--- src/rtl/mod_arith_pkg.sv ---
`default_nettype none
// ============================================================================
//  Module   : mod_arith_pkg
//  Brief    : Shared types for the modular-arithmetic datapath (operand stage
//             and reducer): operation encoding, stage state encoding and a
//             result-width helper.
//  Revision : 1.0  initial release
// ============================================================================
package mod_arith_pkg;

    // Operation select carried on the op input of the operand stage
    typedef enum logic {
        OP_MUL = 1'b0,
        OP_ADD = 1'b1
    } op_e;

    // Operand stage sequencing states
    typedef enum logic [1:0] {
        IDLE = 2'd0,
        MUL  = 2'd1,
        DONE = 2'd2
    } stage_state_e;

    // Result width that holds both a full product and a carry-out sum
    function automatic int result_width(input int w);
        return 2 * w + 1;
    endfunction

endpackage : mod_arith_pkg
`default_nettype wire

--- src/rtl/mul_add_stage.sv ---
`default_nettype none
// ============================================================================
//  Module   : mul_add_stage
//  Brief    : Sequential operand stage. Multiplies two unsigned operands with a
//             shift-add loop (one multiplier bit per cycle, fixed latency) or
//             adds them in a single cycle, then presents the wide result with
//             a one-cycle start pulse for the downstream reducer.
//  Revision : 1.0  initial release
// ============================================================================
module mul_add_stage
    import mod_arith_pkg::*;
#(
    parameter int DATA_WIDTH = 8
) (
    input  logic                    clk,
    input  logic                    reset,
    input  logic                    in_valid,
    output logic                    in_ready,
    input  logic                    op,
    input  logic [DATA_WIDTH-1:0]   x,
    input  logic [DATA_WIDTH-1:0]   y,
    output logic [2*DATA_WIDTH:0]   result,
    output logic                    mod_start,
    output logic                    busy,
    output logic                    done
);

    localparam int                 c_RES_W = result_width(DATA_WIDTH);
    localparam int                 c_CNT_W = $clog2(DATA_WIDTH) + 1;
    localparam logic [c_CNT_W-1:0] c_LAST  = c_CNT_W'(DATA_WIDTH - 1);
    localparam logic [c_CNT_W-1:0] c_ONE   = c_CNT_W'(1);

    stage_state_e              r_state;
    logic [DATA_WIDTH-1:0]     r_x;
    logic [DATA_WIDTH-1:0]     r_y;
    logic [c_CNT_W-1:0]        r_count;
    logic [c_RES_W-1:0]        r_acc;
    logic                      r_ready;
    logic                      r_busy;
    logic                      r_done;

    logic [c_RES_W-1:0]        w_addend;
    logic [c_RES_W-1:0]        w_mul_sum;
    logic [c_RES_W-1:0]        w_add_result;

    // Partial product for the current multiplier bit, and the one-cycle sum path
    always_comb begin
        w_addend     = c_RES_W'(r_x) << r_count;
        w_mul_sum    = r_acc + w_addend;
        w_add_result = c_RES_W'(x) + c_RES_W'(y);
    end

    // Stage sequencer; status flags are registered alongside the state so the
    // outputs change only on the clock edge that changes the state
    always_ff @(posedge clk) begin
        if (reset) begin
            r_state <= IDLE;
            r_x     <= '0;
            r_y     <= '0;
            r_count <= '0;
            r_acc   <= '0;
            r_ready <= 1'b1;
            r_busy  <= 1'b0;
            r_done  <= 1'b0;
        end else begin
            case (r_state)
                IDLE: begin
                    r_done <= 1'b0;
                    if (in_valid && r_ready) begin
                        r_x     <= x;
                        r_y     <= y;
                        r_count <= '0;
                        r_ready <= 1'b0;
                        r_busy  <= 1'b1;
                        if (op_e'(op) == OP_ADD) begin
                            r_acc   <= w_add_result;
                            r_done  <= 1'b1;
                            r_state <= DONE;
                        end else begin
                            r_acc   <= '0;
                            r_state <= MUL;
                        end
                    end
                end
                MUL: begin
                    // No early exit on a zero multiplier: latency is fixed
                    if (r_y[0]) begin
                        r_acc <= w_mul_sum;
                    end
                    r_y     <= r_y >> 1;
                    r_count <= r_count + c_ONE;
                    if (r_count == c_LAST) begin
                        r_done  <= 1'b1;
                        r_state <= DONE;
                    end
                end
                DONE: begin
                    // Accumulator is left untouched so the reducer samples a
                    // stable value on the edge that ends this cycle
                    r_done  <= 1'b0;
                    r_busy  <= 1'b0;
                    r_ready <= 1'b1;
                    r_state <= IDLE;
                end
                default: begin
                    r_done  <= 1'b0;
                    r_busy  <= 1'b0;
                    r_ready <= 1'b1;
                    r_state <= IDLE;
                end
            endcase
        end
    end

    assign in_ready  = r_ready;
    assign busy      = r_busy;
    assign done      = r_done;
    assign mod_start = r_done;
    assign result    = r_acc;

endmodule : mul_add_stage
`default_nettype wire

--- config.mk ---
export PLATFORM = sky130hd
export DESIGN_NAME = mul_add_stage
export DESIGN_NICKNAME = d
export VERILOG_FILES = /design/src/rtl/mod_arith_pkg.sv /design/src/rtl/mul_add_stage.sv
export SDC_FILE = /design/constraint.sdc
export NUM_CORES = 1
export LEC_CHECK = 0
export BUFFER_PORTS_ARGS = -buffer_cell sky130_fd_sc_hd__buf_2
export CORE_MARGIN = 4
export CORE_UTILIZATION = 62
export DETAILED_ROUTE_END_ITERATION = 10
export PLACE_DENSITY_LB_ADDON = 0.08
export SYNTH_ARGS = -nofsm -noshare
export SYNTH_HDL_FRONTEND = slang
export SYNTH_SLANG_ARGS = --single-unit
--- constraint.sdc ---
create_clock -name clk -period 9.5 [get_ports clk]
set_input_delay 1.425 -clock clk [delete_from_list [all_inputs] [get_ports clk]]
set_output_delay 1.425 -clock clk [all_outputs]
set_load 0.02 [all_outputs]
==> results by group <==
Status
  • Status: finished clean

Detailed routing
  • Via/cell ratio: 6.31
  • Pre-antenna DRT Iters: 4
  • Initial DRC Count: 191
  • DR vias: 2923
  • DR WL/cell: 16.6 um
  • Remaining antenna violation count: 0
  • Final wirelength: 7700 um
  • DRC: 0

GRT
  • Largest net degree at the start of global routing: 32
  • First-pass GRT wire length: 12400 um
  • Initial antenna violation count: 0
  • Gr usage total: 25.4%
  • Number of global-route vias before repair: 2681
  • GR Overflow Total: 0

Critical path
  • WP data arrival: 3.87 ns
  • Reg-to-reg startpoint: r_count[1]$_SDFFE_PP0P_
  • CP Capture Type: register
  • Required @ worst endpoint: 9.70 ns
  • Crit Path Class: register to register
  • Critical path launch point: r_count[1]$_SDFFE_PP0P_
  • Startpoint Class: register
  • Max FO, Critical Path: 15

Logic synthesis
  • Top_reg_cell synth: dfxtp_1
  • Average size of a mapped cell: 7.77 sq um
  • Ranking of synthesized cells by area: dfxtp_1, ha_1, nor2_1
  • Yosys top cell area share: 28.4%
  • Cell taking the most area after synthesis: dfxtp_1
  • Synth warn: 0
  • Synth Register Bits: 42
  • EDFF count, synth: 0
  • Post-synthesis sequential area ratio: 28.4%
  • Syn Inst Count: 381
  • Syn nets: 428
  • Synth unique cells: 47
  • Async S/R FF share, synth: 0%
  • Mapped Area: 0.00296 sq mm

Timing
  • Worst slew pin tran: 0.839 ns
  • Final Max Tran Viols: 0
  • Period utilisation layout: 38.6%
  • Setup tns final: 0 ns
  • Crit path time final: 3.66 ns
  • Slew HR: 44.1%
  • Clk_skew: 0.00898 ns
  • WHS: 0.480 ns
  • Final hold vios: 0
  • Finish-stage setup viols: 0
  • Max Clk Rate: 0.273 GHz
  • RSZ-0062 raised after global routing: no

Floorplan
  • Die height: 77.1 um
  • Top Ports: 41
  • Core Rows: 24
  • Die Area: 0.00594 sq mm
  • Initial core utilization: 66.2%
  • Core footprint: 0.00447 sq mm
  • Die width: 77.1 um

Flow run
  • Max-cap viol count: 0

CTS
  • CTS tree: done
  • Longest Clk Path Bufs: 2
  • CTS Root Cell: clkbuf_8
  • Post-cts gate resize count: 0
  • H-tree depth: 2
  • Clk_lat worst skew: 0.30 ns
  • Total CTS buffers: 5
  • Register clock-pin slew on the reported worst setup and hold paths: 0.10 ns
  • Post-CTS Setup Bufs: 0
  • # clock sinks: 42
  • # hold bufs at CTS: 0

Finish
  • Most common cell after layout, fill and taps aside: nor2_1
  • Filler cells: 364
  • Area grow syn2layout: 9.89%
  • Most frequent cells in the layout: nor2_1, nand2_1, dfxtp_1
  • Share of cells above drive strength 1: 14.1%
  • Final net count: 457
  • Ant diodes: 0

Placement
  • Final HPWL DP: 5830 um
  • IO Port Bufs: 40
  • Global placer's final weighted congestion: 0.925

Min path
  • Worst Hold Class: register to register
  • Hold path startpoint: result[16]$_SDFFE_PP0P_

Power and ir drop
  • Pwr Density: 135 mW/mm^2
  • Leakage: 1.45 nW
  • Peak supply drop: 0.109 mV
## layer usage
layer  GRT usage, %  share of wire, %  vias to the layer above  wire (um)
met2           44.0                48                      117       3670
met1           32.5                44                     1344       3400
met4           7.12               1.8                        0        138
li1               -                 -                     1444          -
met3           4.22               6.5                       18        497
met5              0                 0                        -          0
## cells in the mapped netlist, drive strengths merged (2+ instances only)
master,count
clkbuf,16
o21bai,2
nand4,3
o21ai,23
nor2,48
nor3,10
nor2b,7
and2,4
a32o,2
inv,6
ha,25
a21oi,35
and3,4
nand3,6
nand2,45
a211o,2
nand2b,5
dfxtp,42
nor4,2
a21boi,2
o21a,4
a21o,8
xnor2,11
xor2,6
a31oi,8
buf,3
mux2,5
a22o,4
a211oi,5
fa,2
o22ai,7
mux2i,6
a311o,2
o221ai,10
## layout make-up
type	count	area [sq um]	share of cell area, %
inverter	7	26.3	0.808
tap	52	65.1	2.00
clock inverter	3	26.3	0.808
sequential	42	841	25.8
multi-input combinational	313	2020	62.0
timing repair buffer	41	208	6.38
clock buffer	5	68.8	2.12
## stage by stage
step	cells	utilization, %	setup WS, ns	cell area (sq um)	total power (W)
6_report	463	72.7	5.84	3250	0.000440
5_1_grt	463	72.7	5.58	3250	0.000460
4_1_cts	463	72.7	5.86	3250	0.000439
3_5_place_dp	455	70.6	5.90	3160	0.000314
3_3_place_gp	455	70.6	5.92	3160	0.000311
2_1_floorplan	381	-	6.11	2960	0.000283
## worst max-delay path, stage by stage, from the launching register on
cell,delay [ns]
dfxtp_1,0.68
mux2i_1,0.33
nor2_1,0.06
a31oi_1,0.28
o21ai_0,0.18
nor2b_1,0.18
ha_1,0.40
a21oi_1,0.18
o21ai_0,0.10
a21o_1,0.19
a221o_1,0.36
a211oi_2,0.22
nor4_1,0.07
a311o_1,0.33
## final timing paths
kind | to | slack [ns] | depth (start not counted)
worst max register to register | result[15]$_SDFFE_PP0P_ | 5.84 | 13
worst min register to register | result[16]$_SDFFE_PP0P_ | 0.48 | 2
worst min-delay path | result[16]$_SDFFE_PP0P_ | 0.48 | 2
worst max-delay path | result[15]$_SDFFE_PP0P_ | 5.84 | 13
## report_power, final
part	internal (W)	switching [W]
registers	0.000188	0.0000112
clock network	0.0000547	0.0000727
logic	0.0000443	0.0000693
total	0.000287	0.000153
## sequential cells by signal, summed over array words and instances (netlist names)
signal / count
done: 1
busy: 1
r_x: 8
in_ready: 1
r_y: 8
r_state: 2
result: 17
r_count: 4
## kinds of logic after synthesis
| logic type | count (synthesis) | share of synthesized area [%] |
|---|---|---|
| AOI/OAI and AO/OA | 119 | 26.2 |
| buffers and inverters | 26 | 3.42 |
| DFF | 42 | 28.4 |
| and+or+nand+nor | 139 | 21.1 |
| adders and majority gates | 27 | 11.9 |
| muxes | 11 | 3.93 |
| xor gates and xnor gates | 17 | 5.03 |
No activity file was read; power rests on OpenSTA's default activity.
